===== config.mk =====
export PLATFORM = sky130hd
export DESIGN_NAME = alu_exec
export DESIGN_NICKNAME = d
export VERILOG_FILES = /design/src/rtl/alu_exec.sv
export SDC_FILE = /design/constraint.sdc
export NUM_CORES = 1
export LEC_CHECK = 0
export BUFFER_PORTS_ARGS = -buffer_cell sky130_fd_sc_hd__buf_4
export CAP_MARGIN = 20
export CORE_UTILIZATION = 34
export CTS_CLUSTER_DIAMETER = 150
export CTS_CLUSTER_SIZE = 16
export DETAILED_ROUTE_END_ITERATION = 10
export PLACE_DENSITY = 0.58
export SETUP_SLACK_MARGIN = 0.02
export SKIP_CTS_REPAIR_TIMING = 1
export SYNTH_ARGS = -nofsm -noshare
export SYNTH_HDL_FRONTEND = slang
export SYNTH_SLANG_ARGS = --single-unit

===== constraint.sdc =====
create_clock -name Clock -period 13.2 [get_ports Clock]
set_input_delay 2.64 -clock Clock [delete_from_list [all_inputs] [get_ports Clock]]
set_output_delay 2.64 -clock Clock [all_outputs]
set_load 0.02 [all_outputs]

===== src/rtl/alu_exec.sv =====
// RV32I execute-stage ALU with integrated opcode/funct3/bit30 decoder and a registered result.
// Optional sticky illegal-op flag (illegal_q) is built when ALU_ILLEGAL_FLAG_EN is defined.
module alu_exec #(
  parameter int XLEN = 32
) (
  input  logic            Clock,
  input  logic            Reset_n,
  input  logic [6:0]      opcode,
  input  logic [2:0]      funct,
  input  logic            add_rshift_type,
  input  logic [XLEN-1:0] A,
  input  logic [XLEN-1:0] B,
  output logic [3:0]      ALUop,
  output logic [XLEN-1:0] Out,
`ifdef ALU_ILLEGAL_FLAG_EN
  output logic            illegal_q,
`endif
  output logic [XLEN-1:0] Out_q
);

  localparam logic [3:0] OP_ADD     = 4'd0;
  localparam logic [3:0] OP_SUB     = 4'd1;
  localparam logic [3:0] OP_AND     = 4'd2;
  localparam logic [3:0] OP_OR      = 4'd3;
  localparam logic [3:0] OP_XOR     = 4'd4;
  localparam logic [3:0] OP_SLT     = 4'd5;
  localparam logic [3:0] OP_SLTU    = 4'd6;
  localparam logic [3:0] OP_SLL     = 4'd7;
  localparam logic [3:0] OP_SRL     = 4'd8;
  localparam logic [3:0] OP_SRA     = 4'd9;
  localparam logic [3:0] OP_COPY_B  = 4'd10;
  localparam logic [3:0] OP_INVALID = 4'd15;

  localparam logic [6:0] OPC_LUI    = 7'b0110111;
  localparam logic [6:0] OPC_AUIPC  = 7'b0010111;
  localparam logic [6:0] OPC_JAL    = 7'b1101111;
  localparam logic [6:0] OPC_JALR   = 7'b1100111;
  localparam logic [6:0] OPC_BRANCH = 7'b1100011;
  localparam logic [6:0] OPC_LOAD   = 7'b0000011;
  localparam logic [6:0] OPC_STORE  = 7'b0100011;
  localparam logic [6:0] OPC_OP     = 7'b0110011;
  localparam logic [6:0] OPC_OP_IMM = 7'b0010011;

  logic [4:0] shamt;
  logic       slt_bit;
  logic       sltu_bit;

  // R-type and I-type share the funct3 table; only funct3=000 differs (no SUBI).
  always_comb begin
    ALUop = OP_INVALID;
    case (opcode)
      OPC_LUI: ALUop = OP_COPY_B;
      OPC_AUIPC, OPC_JAL, OPC_JALR, OPC_BRANCH, OPC_LOAD, OPC_STORE: ALUop = OP_ADD;
      OPC_OP, OPC_OP_IMM: begin
        case (funct)
          3'b000:  ALUop = (opcode == OPC_OP && add_rshift_type) ? OP_SUB : OP_ADD;
          3'b001:  ALUop = OP_SLL;
          3'b010:  ALUop = OP_SLT;
          3'b011:  ALUop = OP_SLTU;
          3'b100:  ALUop = OP_XOR;
          3'b101:  ALUop = add_rshift_type ? OP_SRA : OP_SRL;
          3'b110:  ALUop = OP_OR;
          3'b111:  ALUop = OP_AND;
          default: ALUop = OP_INVALID;
        endcase
      end
      default: ALUop = OP_INVALID;
    endcase
  end

  assign shamt    = B[4:0];
  assign slt_bit  = $signed(A) < $signed(B);
  assign sltu_bit = A < B;

  always_comb begin
    Out = '0;
    case (ALUop)
      OP_ADD:    Out = A + B;
      OP_SUB:    Out = A - B;
      OP_AND:    Out = A & B;
      OP_OR:     Out = A | B;
      OP_XOR:    Out = A ^ B;
      OP_SLT:    Out = {{(XLEN-1){1'b0}}, slt_bit};
      OP_SLTU:   Out = {{(XLEN-1){1'b0}}, sltu_bit};
      OP_SLL:    Out = A << shamt;
      OP_SRL:    Out = A >> shamt;
      OP_SRA:    Out = $signed(A) >>> shamt;
      OP_COPY_B: Out = B;
      default:   Out = '0;
    endcase
  end

  always_ff @(posedge Clock) begin
    if (!Reset_n) begin
      Out_q <= '0;
    end else begin
      Out_q <= Out;
    end
  end

`ifdef ALU_ILLEGAL_FLAG_EN
  always_ff @(posedge Clock) begin
    if (!Reset_n) begin
      illegal_q <= 1'b0;
    end else if (ALUop == OP_INVALID) begin
      illegal_q <= 1'b1;
    end
  end
`endif

endmodule


==> metrics.txt <==
first-pass GRT wire length=75.3 mm; Starting Density=35.0%; initial antenna violation count=0; die height=178 um; Largest regs=Out_q (32); MaxCap Viol Count=0; GRT Residual Overflow=0; final hold vios=0; sequential power share=15.0%; CTS max path bufs=2; share of cells above drive strength 1=17.1%; Clock Power Share=19.3%; DP Wirelength=38.7 mm; number of distinct library cells after synthesis=95; Root Buffer=clkbuf_16; Peak supply drop=0.0000420 V; Post-synth EDFFs=0; Detail Route Antenna Nets=0; Vias/cell=6.53; Post-Synth Adder-Cell Area=11.9%; most frequent cells in the layout=nor2_1, buf_4, nand2_1; # setup viols final=0; IO Count=145; Net Sw Frac=50.1%; sequential area share after synthesis=6.10%; Power Internal=331 uW; worst path arrival time=7.00 ns; Core ar.=30000 sq um; CTS clk-pin slew, worst paths=0.05 ns; cts bufs inserted=5; Pleak=4.92 nW; Hold WC Path Type=input port to flop; largest net degree at the start of global routing=66; Routability Congestion=0.998; setup TNS=0 ns; critical path type=input port to output port; Yosys Warn Count=0; Comb power frac=65.6%; port bufs=144; max_slew headroom=23.4%; full die area=31600 sq um; Syn Nets=1663; Yosys reg bits=32; max FFs per register=32; num rows=63; DR WL/cell=26.4 um; filler instances=3233; Worst Hold Depth=2; largest family of logic cells by synthesized area=compound AO/OA/AOI/OAI gates; TritonCTS sink count=32; DRT Pass-1 Iters=8; chip width=178 um; vias in the first global route=11.7k; H-tree lvl count=2; drt first-iter violations=1833; max-slew violations=0; fmax=104 MHz; Top reg by flops=Out_q; area delta synth->final=12.3%; RSZ-0062 raised after global routing=false; CP startpoint=B[4]; ANT cells=0; NetSw=333 uW; post-synthesis xor/xnor area fraction=1.00%; Async SR Flop Fraction=0%; crit path to=Out[31]; post-synthesis compound-gate area fraction=31.7%; Routed WL=50.8 mm; Synth Area in Simple Gates=23.7%; DR vias=12.6k; DRC Markers=0; Req. time, crit path=10.56 ns; CP startpoint kind=input port; Mapped Cells=1487; GRT Overall Usage=32.0%; synthesized area=10500 sq um; CTS tree=yes; fin crit period=9.64 ns; Worst Path Max Fanout=63; nets@finish=1712; commonest non-fill, non-tap cell in the layout=nor2_1; pwr/cell area=56.3 nW/um^2; Post-Syn Area per Cell=7.06 sq um; Setup crit end kind=output port; Worst Tran Pin Value=1.14 ns; Finished Core Util=39.3%; mux cell area share after synthesis=16.5%; outcome=finished, final reports clean; Primary FF master, synth=dfxtp_1; final period utilization=73.0%
[cell type report]
type | instances | area [sq um] | share of cell area [%]
sequential | 32 | 641 | 5.43
multi-input combinational | 1235 | 8920 | 75.7
inverter | 102 | 385 | 3.27
timing repair buffer | 160 | 1200 | 10.2
clock buffer | 7 | 153 | 1.29
tap | 390 | 488 | 4.14
[critical path: stages]
cell	delay, ns
buf_4	0.52
inv_2	0.44
ha_1	0.55
or3b_2	0.49
o211ai_1	0.11
nand4bb_1	0.18
nand2_1	0.15
a21oi_1	0.41
a311oi_1	0.30
o41ai_1	0.57
a31oi_1	0.17
o31ai_1	0.24
buf_4	0.19
[power by group through the flow]
stage	clock, mW	sequential (mW)	combinational [mW]
2_1_floorplan	0	0.105	0.274
3_3_place_gp	0	0.102	0.421
3_5_place_dp	0	0.102	0.422
4_1_cts	0.132	0.0999	0.424
5_1_grt	0.135	0.100	0.464
6_report	0.128	0.0998	0.436
[per-layer routing]
metal / GRT usage [%] / up-vias / share of wire, %
li1: - / 5658 / -
met2: 50.4 / 720 / 44
met1: 43.1 / 6088 / 42
met3: 5.76 / 120 / 9.5
met4: 12.5 / 0 / 4.3
met5: 0 / - / 0
[worst min path at each step]
stage                    from   endpoint
global route          Reset_n  Out_q[28]
floorplan             Reset_n  Out_q[18]
global placement    Out_q[19]  Out_q[19]
CTS                   Reset_n  Out_q[28]
finish                Reset_n  Out_q[28]
detailed placement   Out_q[4]   Out_q[4]
[per-stage QoR]
stage / total power [mW] / std cells / worst slack (ns) / cell area (sq um) / hold slack (ns)
after floorplan: 0.379 / 1487 / 4.32 / 10500 / 2.80
after global placement: 0.523 / 1919 / 3.75 / 11600 / 3.05
after detailed placement: 0.524 / 1919 / 3.71 / 11600 / 3.05
after CTS: 0.656 / 1926 / 3.71 / 11800 / 2.74
after global routing: 0.699 / 1926 / 3.21 / 11800 / 2.74
final: 0.664 / 1926 / 3.56 / 11800 / 2.72
[logic make-up after synthesis]
group	Yosys count
AO/OA/AOI/OAI	487
XOR/XNOR	12
adder cells (fa/ha/maj)	99
buffers and inverters	220
flip-flops	32
multiplexers	110
AND/OR/NAND/NOR	527
[cells in the mapped netlist (all sizes together), types with 6 or more instances]
library cell    n  area, sq um
a311oi         10         87.6
mux2i          47          470
buf            51          314
a41oi           7         61.3
a211oi         37          278
o211ai         40          305
o21ai          75          379
nand2         135          509
and2           24          153
inv           102          385
nand3          37          185
or3             9         56.3
clkbuf         67          251
a31oi          23          144
a2111oi         8         71.3
a221oi          8         76.3
and3            7         43.8
o22ai           9         56.3
nand4          11         68.8
mux2           14          158
o21a            8         60.1
nor4           13         81.3
nor2b          14         87.6
o2111ai         7         61.3
mux4           49         1100
ha             97         1210
a22oi          16          120
xnor2          11         96.3
nand2b         17          106
o221ai          8         70.1
nor3           55          292
o31ai          14          115
a21oi         129          657
a211o           7         61.3
dfxtp          32          641
nor2          177          674
a32oi           6         52.6
o21bai         10         75.1
a21o            7         52.6
a221o           6         60.1
No activity file was read; power rests on OpenSTA's default activity.
